--- config.mk ---
export PLATFORM = sky130hd
export DESIGN_NAME = rv_uart_busmaster
export DESIGN_NICKNAME = d
export VERILOG_FILES = /design/src/rtl/rv_uart_busmaster.sv
export SDC_FILE = /design/constraint.sdc
export NUM_CORES = 1
export LEC_CHECK = 0
export CORE_MARGIN = 4
export CORE_UTILIZATION = 55
export CTS_CLUSTER_DIAMETER = 80
export DETAILED_ROUTE_END_ITERATION = 16
export PLACE_DENSITY = 0.79
export SETUP_SLACK_MARGIN = 0.2
export SYNTH_ARGS = -nofsm -noshare
export SYNTH_HDL_FRONTEND = slang
export SYNTH_SLANG_ARGS = --single-unit
--- constraint.sdc ---
create_clock -name clk -period 2.15 [get_ports clk]
set_input_delay 0.3225 -clock clk [delete_from_list [all_inputs] [get_ports clk]]
set_output_delay 0.3225 -clock clk [all_outputs]
set_load 0.005 [all_outputs]
--- src/rtl/rv_uart_busmaster.sv ---
// rv_uart_busmaster: UART command frames ('W' addr data / 'R' addr) to bus writes/reads with serial replies.
// Optional inter-byte frame timeout enabled by defining RV_UBM_TIMEOUT_EN.
module rv_uart_busmaster #(
  parameter int BAUD_DIV = 10,
  parameter int TO_CYC = 20000
) (
  input  logic        clk,
  input  logic        rst,
  input  logic        rxd,
  output logic        txd,
  output logic [31:0] adr,
  output logic        cs,
  output logic [3:0]  we,
  output logic        re,
  output logic [31:0] dw,
  input  logic [31:0] dr,
  input  logic        rdy,
  output logic        busy,
  output logic        ferr
);
  localparam logic [15:0] FULL = 16'(BAUD_DIV - 1);
  localparam logic [15:0] HALF = 16'(BAUD_DIV / 2 - 1);
  typedef enum logic [1:0] {R_IDLE, R_START, R_DATA, R_STOP} rx_t;
  typedef enum logic [2:0] {P_IDLE, P_ADDR, P_DATA, P_REQ, P_WAIT, P_REPLY} ps_t;
  rx_t rx_st;
  ps_t st, st_n;
  logic [2:0] rs;
  logic [15:0] rcnt, tcnt;
  logic [2:0] nb;
  logic [7:0] rx_dat, tx_dat;
  logic rx_vld, tx_ld, tx_busy, is_w, cap, tout;
  logic [8:0] tsh;
  logic [3:0] tbc;
  logic [1:0] cnt;
  logic [31:0] abuf, rsh;
  assign busy = st != P_IDLE;
  // rs[1] is the synchronized line, rs[2] its previous value for edge detection
  always_ff @(posedge clk) begin
    if (rst) begin
      rs <= 3'b111;
      rx_st <= R_IDLE;
      rcnt <= '0;
      nb <= '0;
      rx_dat <= '0;
      rx_vld <= 1'b0;
      ferr <= 1'b0;
    end else begin
      rs <= {rs[1:0], rxd};
      rx_vld <= 1'b0;
      ferr <= 1'b0;
      rcnt <= rcnt + 16'd1;
      case (rx_st)
        R_IDLE: if (rs[2] && !rs[1]) begin rx_st <= R_START; rcnt <= '0; end
        R_START: if (rcnt == HALF) begin
          rcnt <= '0;
          nb <= '0;
          rx_st <= rs[1] ? R_IDLE : R_DATA;
        end
        R_DATA: if (rcnt == FULL) begin
          rcnt <= '0;
          rx_dat <= {rs[1], rx_dat[7:1]};
          nb <= nb + 3'd1;
          if (nb == 3'd7) rx_st <= R_STOP;
        end
        default: if (rcnt == FULL) begin
          rx_st <= R_IDLE;
          rx_vld <= rs[1];
          ferr <= !rs[1];
        end
      endcase
    end
  end
  always_ff @(posedge clk) begin
    if (rst) begin
      txd <= 1'b1;
      tx_busy <= 1'b0;
      tsh <= '0;
      tbc <= '0;
      tcnt <= '0;
    end else if (!tx_busy) begin
      if (tx_ld) begin
        tsh <= {1'b1, tx_dat};
        txd <= 1'b0;
        tx_busy <= 1'b1;
        tbc <= '0;
        tcnt <= '0;
      end
    end else if (tcnt == FULL) begin
      tcnt <= '0;
      tbc <= tbc + 4'd1;
      if (tbc == 4'd9) tx_busy <= 1'b0;
      else begin
        txd <= tsh[0];
        tsh <= {1'b1, tsh[8:1]};
      end
    end else tcnt <= tcnt + 16'd1;
  end
`ifdef RV_UBM_TIMEOUT_EN
  logic [31:0] to_cnt;
  always_ff @(posedge clk)
    to_cnt <= (rst || rx_vld || !(st == P_ADDR || st == P_DATA)) ? '0 : to_cnt + 32'd1;
  assign tout = to_cnt == 32'(TO_CYC);
`else
  assign tout = TO_CYC < 0;
`endif
  always_comb begin
    st_n = st;
    tx_ld = 1'b0;
    tx_dat = 8'h3F;
    case (st)
      P_IDLE: if (rx_vld) begin
        st_n = (rx_dat == 8'h57 || rx_dat == 8'h52) ? P_ADDR : P_IDLE;
        tx_ld = !(rx_dat == 8'h57 || rx_dat == 8'h52);
      end
      P_ADDR: if (rx_vld && cnt == 2'd3) st_n = is_w ? P_DATA : P_REQ;
      P_DATA: if (rx_vld && cnt == 2'd3) st_n = P_REQ;
      P_REQ: st_n = P_WAIT;
      P_WAIT: if (rdy) st_n = P_REPLY;
      P_REPLY: if (!cap && !tx_busy) begin
        tx_ld = 1'b1;
        tx_dat = is_w ? 8'h4B : rsh[31:24];
        if (is_w || cnt == 2'd3) st_n = P_IDLE;
      end
      default: st_n = P_IDLE;
    endcase
    if ((st == P_ADDR || st == P_DATA) && (ferr || tout)) st_n = P_IDLE;
  end
  always_ff @(posedge clk) begin
    if (rst) begin
      st <= P_IDLE;
      cnt <= '0;
      is_w <= 1'b0;
      cap <= 1'b0;
      abuf <= '0;
      rsh <= '0;
      adr <= '0;
      dw <= '0;
      cs <= 1'b0;
      we <= '0;
      re <= 1'b0;
    end else begin
      st <= st_n;
      case (st)
        P_IDLE: begin
          cnt <= '0;
          if (rx_vld) is_w <= rx_dat == 8'h57;
        end
        P_ADDR: if (rx_vld) begin abuf <= {abuf[23:0], rx_dat}; cnt <= cnt + 2'd1; end
        P_DATA: if (rx_vld) begin dw <= {dw[23:0], rx_dat}; cnt <= cnt + 2'd1; end
        P_REQ: begin
          cs <= 1'b1;
          adr <= {abuf[31:2], 2'b00};
          we <= is_w ? 4'hF : 4'h0;
          re <= !is_w;
        end
        P_WAIT: if (rdy) begin
          cs <= 1'b0;
          we <= '0;
          re <= 1'b0;
          cap <= 1'b1;
          cnt <= '0;
        end
        P_REPLY: if (cap) begin
          cap <= 1'b0;
          rsh <= dr;
        end else if (!tx_busy) begin
          rsh <= {rsh[23:0], 8'h00};
          cnt <= cnt + 2'd1;
        end
        default: ;
      endcase
    end
  end
endmodule

==> impl_metrics.json, run 1 <==
{
  "outcome": "completed",
  "cap_violations": 0,
  "area_delta_synth_final_pct": 25.69,
  "whs_path_depth": 2,
  "finClkSkew_ns": 0.01827,
  "power_leakage_nw": 3.486,
  "cts_hold_buf": 0,
  "cts_max_path_buffers": 3,
  "final_cell_area_um2": 10320,
  "clkSlewWorstSetupHoldPaths_ns": 0.06,
  "instances_no_fill": 1290,
  "cts_root_buf": "clkbuf_16",
  "core_area_um2": 14590,
  "setup_viol_count_final": 0,
  "synth_ff_type": "dfxtp_1",
  "route.met2.wl_um": 8766,
  "tightest_slew_ns": 0.6932,
  "final-max-slew-violation-count": 0,
  "avgViaCountPerCell": 5.440,
  "ys_async_sr_fraction_pct": 0,
  "antenna_found_initial": 0,
  "io_pins": 109,
  "place_congestion": 0.8407,
  "wl_per_cell_um": 14.30,
  "n_antenna_cell": 0,
  "period_share_pct": 87.52,
  "crit_type": "flip-flop to flip-flop",
  "layout_common_cells": "240 x nand2_1, 194 x dfxtp_1, 122 x a21oi_1",
  "rows": 44,
  "worstSetupStartpointType": "flip-flop",
  "crit_path_start": "tcnt[1]$_SDFFE_PP0P_",
  "clk_latency_ns": 0.49,
  "p_per_area_nw_per_um2": 733.4,
  "yosys_warnings": 0,
  "start_util_pct": 56.29,
  "num_vias": 7018,
  "multi_input_area_um2": 3877,
  "setup_tns_ns": 0,
  "syn_inst": 988,
  "antenna_left": 0,
  "critPathRequiredTime_ns": 2.56,
  "gr-total-overflow": 0,
  "wl_met1_um": 8591,
  "grt_use_total_pct": 21.13,
  "fin_nets": 1137,
  "seqCellArea_um2": 4040,
  "die_w_um": 130.2,
  "cts_sinks": 201,
  "die_height_um": 130.2,
  "worstSetupEndpointType": "flip-flop",
  "ys_ff_latch": 201,
  "rsz0062_at_grt": "no",
  "worstHoldStart": "rst",
  "grt_pass1_vias": 6402,
  "dieArea_um2": 16950,
  "drcViolationCount": 0,
  "finalHoldViolations": 0,
  "routed.top_layer": "met4",
  "syn_avg_cell_area_um2": 8.311,
  "fmax_ghz": 0.5315,
  "final_common_cell": "nand2_1",
  "hp-class": "input port to flip-flop",
  "r2r_slack_ns": 0.27,
  "period_needed_ns": 1.882,
  "tritoncts": "done",
  "ff2ff_path_depth": 8,
  "maxSlewHeadroom_pct": 53.48,
  "dr.pass1.iters": 6,
  "drive_gt1_share_pct": 9.946,
  "cts_buffers": 21,
  "drtIter0Drc": 469,
  "dpl.cell_count": 1247,
  "post-route-util_pct": 70.75,
  "synth-edff-count": 0,
  "regToRegStartpoint": "tcnt[1]$_SDFFE_PP0P_",
  "ys_types": 62,
  "yosysSeqAreaShare_pct": 49.00,
  "grt_max_degree": 115,
  "crit_fanout": 10,
  "io_buffer_count": 106,
  "grt_pass1_wl_um": 30070,
  "htreeDepth": 1,
  "finalPower_mw": 7.569,
  "dp_hpwl_um": 11990,
  "critPathArrivalTime_ns": 2.29,
  "placed_cell_area_um2": 9510,
  "dr_wl_met3_um": 820,
  "fill_cells": 1125,
  "ir_worst_vdd_mv": 0.6670,
  "wl_um": 18440,
  "syn_area_um2": 8212
}
## layout make-up
| cell class | count | area share, % |
|---|---|---|
| multi-input combinational | 704 | 37.57 |
| clock buffer | 33 | 6.013 |
| clock inverter | 5 | 0.8001 |
| inverter | 19 | 0.7274 |
| timing repair buffer | 144 | 13.52 |
| tap | 184 | 2.231 |
| sequential | 201 | 39.14 |
## per-stage QoR
| stage | hold WS (ns) | setup slack [ns] |
|---|---|---|
| detailed placement | 0.3956 | -0.009051 |
| floorplan | 0.3895 | 0.3066 |
| global placement | 0.3998 | 0.03111 |
| global route | 0.2366 | 0.2015 |
| CTS | 0.2197 | 0.1996 |
| finish | 0.2314 | 0.2684 |
## report_power, final
group | total [mW] | switching (mW) | leakage (nW) | internal, mW
clock | 3.66 | 1.43 | 0.344 | 2.23
combinational | 0.171 | 0.0894 | 1.52 | 0.0819
sequential | 3.74 | 0.0115 | 1.62 | 3.73
## logic make-up (layout without fill, tap and decap cells)
| group | after synthesis | in the layout | synth area share, % |
|---|---|---|---|
| flip-flops | 201 | 201 | 49.00 |
| other | 1 | 2 | 0.04567 |
| AND/OR/NAND/NOR | 428 | 428 | 23.25 |
| buffers and inverters | 84 | 201 | 4.465 |
| AO/OA/AOI/OAI | 213 | 213 | 15.47 |
| multiplexers | 33 | 33 | 4.327 |
| XOR/XNOR | 18 | 18 | 1.920 |
| adder cells (fa/ha/maj) | 10 | 10 | 1.524 |
## synthesized netlist by cell type (3+ instances only)
master    number  area, µm²
nand2_1      241      904.6
dfxtp_1      201       4024
a21oi_1      123      615.6
nor2_1        79      296.5
clkbuf_1      38      142.6
mux2i_1       28      280.3
a211oi_1      27      202.7
o21ai_0       23      115.1
nand3_1       21      105.1
inv_1         19      71.32
buf_2         14      70.07
nor3_1        13      65.06
a22oi_1       12      90.09
xor2_1        12      105.1
and3_1        10      62.56
ha_1          10      125.1
nor2b_1        9      56.30
nand2b_1       7      43.79
buf_1          6      22.52
nand4_1        6      37.54
nor4_1         6      37.54
or2_2          6      37.54
or3_1          6      37.54
xnor2_1        6      52.55
buf_4          5      37.54
mux2_4         5      75.07
and4_1         4      35.03
a31oi_1        3      18.77
nand3b_1       3      22.52
o221ai_1       3      26.28
o22ai_1        3      18.77
o31ai_1        3      22.52
## final timing paths
check	endpoint
min	rsh[7]$_SDFFE_PP0P_
max reg2reg	tcnt[15]$_SDFFE_PP0P_
min reg2reg	rs[1]$_SDFF_PP1_
max	tcnt[15]$_SDFFE_PP0P_
## state kept, by name, summed over array words and instances (netlist names), 2 cells and up
signal,count
rx_dat,8
rx_st,2
rsh,32
cnt,2
abuf,32
st,3
tcnt,16
tsh,9
adr,30
rs,3
tbc,4
rcnt,16
dw,32
nb,3
## worst max-delay path: stages, from the launching register on
cell and delay, ns:
dfxtp_2 0.36, inv_2 0.04, ha_1 0.16, nor4bb_1 0.12
and4_1 0.24, buf_6 0.15, or2_4 0.29, or3_1 0.36
o21ai_1 0.09
## repair_timing
action,CTS,global route
gates resized for setup,15,15
setup endpoints to repair,18,23
setup buffers,1,4
pin swaps,2,4
cloned,0,0
## metal layers
metal	vias up	GRT usage, %
li1	3566	-
met1	3250	29.89
met2	173	34.49
met3	29	3.316
met4	0	4.279
met5	-	0
No activity file was read; power rests on OpenSTA's default activity.
==> inputs of run 2 (changes only) <==
--- a/config.mk
+++ b/config.mk
@@ -6,10 +6,10 @@
 export NUM_CORES = 1
 export LEC_CHECK = 0
 export CORE_MARGIN = 4
-export CORE_UTILIZATION = 55
+export CORE_UTILIZATION = 41
 export CTS_CLUSTER_DIAMETER = 80
 export DETAILED_ROUTE_END_ITERATION = 16
-export PLACE_DENSITY = 0.79
+export PLACE_DENSITY = 0.74
 export SETUP_SLACK_MARGIN = 0.2
 export SYNTH_ARGS = -nofsm -noshare
 export SYNTH_HDL_FRONTEND = slang
==> impl_metrics.json, run 2 (same netlist as run 1, synthesis figures left out) <==
{
  "layout_common_cells": "239 x nand2_1, 196 x dfxtp_1, 122 x a21oi_1",
  "top_regs": "abuf: 32 flops, dw: 32 flops, rsh: 32 flops",
  "setup_tns_ns": 0,
  "finalHoldViolations": 0,
  "finClkSkew_ns": 0.01160,
  "wl_per_cell_um": 13.53,
  "cts_buffers": 21,
  "p_sw_share_pct": 20.10,
  "clock_power_share_pct": 46.2,
  "final_cell_area_um2": 10320,
  "n_antenna_cell": 0,
  "seqCellArea_um2": 4038,
  "fin_ws_ns": 0.2666,
  "tritoncts": "done",
  "dp_hpwl_um": 12360,
  "wl_um": 18450,
  "final_common_cell": "nand2_1",
  "clk_latency_ns": 0.48,
  "placed_cell_area_um2": 9599,
  "power.share.combinational_pct": 2.4,
  "outcome": "completed",
  "worstSetupStartpointType": "flip-flop",
  "drcViolationCount": 0,
  "fmax_ghz": 0.5310,
  "critPathRequiredTime_ns": 2.55,
  "p_sw_mw": 1.462,
  "avgViaCountPerCell": 5.067,
  "cts_max_path_buffers": 3,
  "fill_cells": 1804,
  "final-max-slew-violation-count": 0,
  "num_vias": 6912,
  "rsz0062_at_grt": "no",
  "period_share_pct": 87.60,
  "io_buffer_count": 106,
  "core_area_um2": 19590,
  "crit_type": "flip-flop to flip-flop",
  "critPathArrivalTime_ns": 2.29,
  "period_needed_ns": 1.883,
  "antenna_left": 0,
  "start_util_pct": 41.92,
  "place_congestion": 0.8343,
  "tightest_slew_ns": 0.6713,
  "drtIter0Drc": 419,
  "dieArea_um2": 22360,
  "cap_violations": 0,
  "crit_fanout": 7,
  "die_height_um": 149.5,
  "post-route-util_pct": 52.70,
  "hp-class": "input port to flip-flop",
  "grt_max_degree": 102,
  "grt_pass1_vias": 6443,
  "power_leakage_nw": 3.441,
  "io_pins": 109,
  "intPower_mw": 5.813,
  "fin_nets": 1135,
  "grt_pass1_wl_um": 30440,
  "worstSetupEndpointType": "flip-flop",
  "die_w_um": 149.5,
  "grt_use_total_pct": 15.95,
  "ir_worst_vdd_mv": 0.4716,
  "cts_root_buf": "clkbuf_16",
  "dr.pass1.iters": 5,
  "multi_input_area_um2": 3889,
  "finalPower_mw": 7.275,
  "antenna_found_initial": 0,
  "area_delta_synth_final_pct": 25.72,
  "gr-total-overflow": 0,
  "htreeDepth": 1,
  "setup_viol_count_final": 0,
  "clkSlewWorstSetupHoldPaths_ns": 0.06,
  "maxSlewHeadroom_pct": 55.24,
  "rows": 51,
  "p_per_area_nw_per_um2": 704.7,
  "dpl_worst_slack_ns": -0.09627,
  "cts_sinks": 201,
  "power.share.sequential_pct": 51.4,
  "drive_gt1_share_pct": 9.281,
  "cts_hold_buf": 0
}
==> run 2: final cells by class <==
class / count / share of cell area, %
inverters: 19 / 0.7272
well taps: 265 / 3.212
multi-input cells: 704 / 37.67
clock buffers: 29 / 5.672
repair buffers: 142 / 13.17
clock inverters: 4 / 0.4363
flip-flops and latches: 201 / 39.11
==> run 2: layer usage <==
metal / routed length (µm) / GRT usage, % / vias to the layer above
li1: - / - / 3559
met1: 8329 / 21.31 / 3210
met2: 9025 / 27.17 / 118
met3: 710 / 2.544 / 25
met4: 386 / 3.799 / 0
met5: 0 / 0 / -
==> run 2: critical path, cell delays in order (launching register included) <==
cell	delay [ns]
dfxtp_2	0.34
inv_1	0.07
ha_1	0.14
nor4bb_4	0.20
and4_4	0.28
nand2_2	0.07
buf_4	0.16
or3_1	0.37
a211oi_2	0.18
==> run 2: metrics by stage <==
stage,hold WS (ns),std cells
final,0.3620,1364
after global routing,0.3697,1364
after global placement,0.3950,1328
after detailed placement,0.3976,1328
after floorplan,0.3895,989
after CTS,0.3486,1364
==> run 2: worst paths after layout <==
kind	slack (ns)	cells past startpoint	startpoint	endpoint
setup / recovery	0.27	8	tcnt[1]$_SDFFE_PP0P_	tbc[3]$_SDFFE_PP0P_
hold / removal	0.36	4	rst	tcnt[6]$_SDFFE_PP0P_
setup reg to reg	0.27	8	tcnt[1]$_SDFFE_PP0P_	tbc[3]$_SDFFE_PP0P_
hold reg to reg	0.41	1	rs[0]$_SDFF_PP1_	rs[1]$_SDFF_PP1_
==> run 2: power groups by stage <==
stage | combinational (mW) | sequential (mW) | clock [mW]
after floorplan | 0.0857 | 3.82 | 0
after global placement | 0.174 | 3.83 | 0
after detailed placement | 0.174 | 3.83 | 0
after CTS | 0.175 | 3.74 | 3.45
after global routing | 0.190 | 3.74 | 3.59
final | 0.173 | 3.74 | 3.36
==> run 2: repair_timing <==
| item | in CTS | in global routing |
|---|---|---|
| gates resized for setup | 19 | 7 |
| pin swaps | 3 | 0 |
| buffers inserted | 3 | 0 |
| setup endpoints to repair | 24 | 18 |
==> inputs of run 3 (changes only) <==
--- a/config.mk
+++ b/config.mk
@@ -9,6 +9,7 @@
 export CORE_UTILIZATION = 41
 export CTS_CLUSTER_DIAMETER = 80
 export DETAILED_ROUTE_END_ITERATION = 16
+export MAX_ROUTING_LAYER = met4
 export PLACE_DENSITY = 0.74
 export SETUP_SLACK_MARGIN = 0.2
 export SYNTH_ARGS = -nofsm -noshare
==> impl_metrics.json, run 3 (same netlist as run 1, synthesis figures left out) <==
{
  "power_leakage_nw": 3.441,
  "io_pins": 109,
  "die_w_um": 149.5,
  "cts_sinks": 201,
  "fill_cells": 1804,
  "worstHoldStart": "rst",
  "clock_power_share_pct": 46.2,
  "finClkSkew_ns": 0.01099,
  "antenna_left": 0,
  "slowest_delay_ns": 0.37,
  "grt_max_degree": 102,
  "cts_hold_buf": 0,
  "fmax_ghz": 0.5298,
  "crit_type": "flip-flop to flip-flop",
  "place_congestion": 0.8471,
  "rows": 51,
  "ir_worst_vdd_mv": 0.4693,
  "ff2ff_path_depth": 8,
  "n_antenna_cell": 0,
  "p_sw_mw": 1.461,
  "wl_per_cell_um": 13.51,
  "grt_pass1_wl_um": 30450,
  "setup_viol_count_final": 0,
  "drcViolationCount": 0,
  "drive_gt1_share_pct": 9.281,
  "antenna_found_initial": 0,
  "drtIter0Drc": 489,
  "r2r_slack_ns": 0.26,
  "area_delta_synth_final_pct": 25.72,
  "cap_violations": 0,
  "power.share.combinational_pct": 2.4,
  "crit_fanout": 7,
  "layout_common_cells": "239 x nand2_1, 196 x dfxtp_1, 122 x a21oi_1",
  "finalHoldViolations": 0,
  "intPower_mw": 5.813,
  "htreeDepth": 1,
  "wl_um": 18430,
  "grt_pass1_vias": 6445,
  "crit_end": "tbc[3]$_SDFFE_PP0P_",
  "regToRegStartpoint": "tcnt[1]$_SDFFE_PP0P_",
  "top_regs": "abuf: 32 flops, dw: 32 flops, rsh: 32 flops",
  "final_common_cell": "nand2_1",
  "hp-class": "input port to flip-flop",
  "avgViaCountPerCell": 5.073,
  "worstSetupEndpointType": "flip-flop",
  "die_height_um": 149.5,
  "gr-total-overflow": 0,
  "dp_hpwl_um": 12360,
  "grt_use_total_pct": 16.42,
  "io_buffer_count": 106,
  "p_per_area_nw_per_um2": 704.6,
  "power.share.sequential_pct": 51.4,
  "critPathRequiredTime_ns": 2.55,
  "p_sw_share_pct": 20.09,
  "cts_root_buf": "clkbuf_16",
  "clk_latency_ns": 0.48,
  "period_needed_ns": 1.888,
  "rsz0062_at_grt": "no",
  "tritoncts": "done",
  "clkSlewWorstSetupHoldPaths_ns": 0.06,
  "setup_tns_ns": 0,
  "core_area_um2": 19590,
  "r2r-end": "tbc[3]$_SDFFE_PP0P_",
  "num_vias": 6919,
  "cts_max_path_buffers": 3,
  "cts_buffers": 21,
  "period_share_pct": 87.79,
  "outcome": "completed",
  "maxSlewHeadroom_pct": 54.53,
  "final-max-slew-violation-count": 0,
  "finalPower_mw": 7.274,
  "path_cells": "inv_1, ha_1, nor4bb_4, and4_4, nand2_2, buf_4, or3_1, a211oi_2",
  "fin_nets": 1135,
  "dr.pass1.iters": 5,
  "worstSetupStartpointType": "flip-flop",
  "start_util_pct": 41.92,
  "dieArea_um2": 22360,
  "cp_slowest_cell": "or3_1",
  "critPathArrivalTime_ns": 2.29,
  "crit_path_start": "tcnt[1]$_SDFFE_PP0P_",
  "tightest_slew_ns": 0.6821
}
run 3: cell counts in the layout (fill, tap and decap cells not counted):
No cell type changed its count.
run 3: how the worst min path moves through the flow:
stage / endpoint / slack (ns) / depth (start not counted)
2_1_floorplan: rs[1]$_SDFF_PP1_ / 0.39 / 1
3_3_place_gp: rs[1]$_SDFF_PP1_ / 0.40 / 1
3_5_place_dp: rs[1]$_SDFF_PP1_ / 0.40 / 1
4_1_cts: tcnt[6]$_SDFFE_PP0P_ / 0.35 / 4
5_1_grt: tcnt[6]$_SDFFE_PP0P_ / 0.37 / 4
6_report: tcnt[6]$_SDFFE_PP0P_ / 0.36 / 4
run 3: critical path, delay by kind of cell (launching register included):
| family | cells | cell delay (ns) |
|---|---|---|
| and+or+nand+nor | 4 | 0.93 |
| DFF | 1 | 0.34 |
| adders and majority gates | 1 | 0.14 |
| buffers and inverters | 2 | 0.23 |
| AOI/OAI and AO/OA | 1 | 0.18 |
run 3: what timing repair did:
action / 4_1_cts / 5_1_grt
endpoints found under the setup margin: 24 / 18
resized for setup: 19 / 7
setup buffers: 3 / 0
cloned: 0 / 0
pin swaps: 3 / 0
run 3: cell type report:
class / count / area [µm²] / share of cell area, %
flip-flops and latches: 201 / 4038 / 39.11
multi-input cells: 704 / 3889 / 37.67
repair buffers: 142 / 1360 / 13.17
clock buffers: 29 / 585.6 / 5.672
well taps: 265 / 331.6 / 3.212
inverters: 19 / 75.07 / 0.7272
clock inverters: 4 / 45.04 / 0.4363
run 3: per-layer routing:
metal,wire (µm),track usage (%),vias to the layer above
met5,0,-,-
met4,388,3.799,0
met3,733,2.544,27
met2,8904,27.08,116
met1,8401,21.42,3212
li1,-,-,3564
run 3: through the flow:
step	std cells	setup slack (ns)	hold WS (ns)	util, %	area, µm²
final	1364	0.2625	0.3610	52.70	10320
after global routing	1364	0.1504	0.3698	52.70	10320
after global placement	1328	-0.01827	0.3950	49.00	9599
after detailed placement	1328	-0.09627	0.3976	49.00	9599
after CTS	1364	0.1840	0.3486	52.59	10300
after floorplan	989	0.3066	0.3895	-	8215
run 3: power by group through the flow:
stage                     Sequential [mW]  Combinational, mW  Clock, mW
after floorplan                      3.82             0.0857          0
after global placement               3.83              0.174          0
after detailed placement             3.83              0.174          0
after CTS                            3.74              0.175       3.45
after global routing                 3.74              0.190       3.59
final                                3.74              0.173       3.36
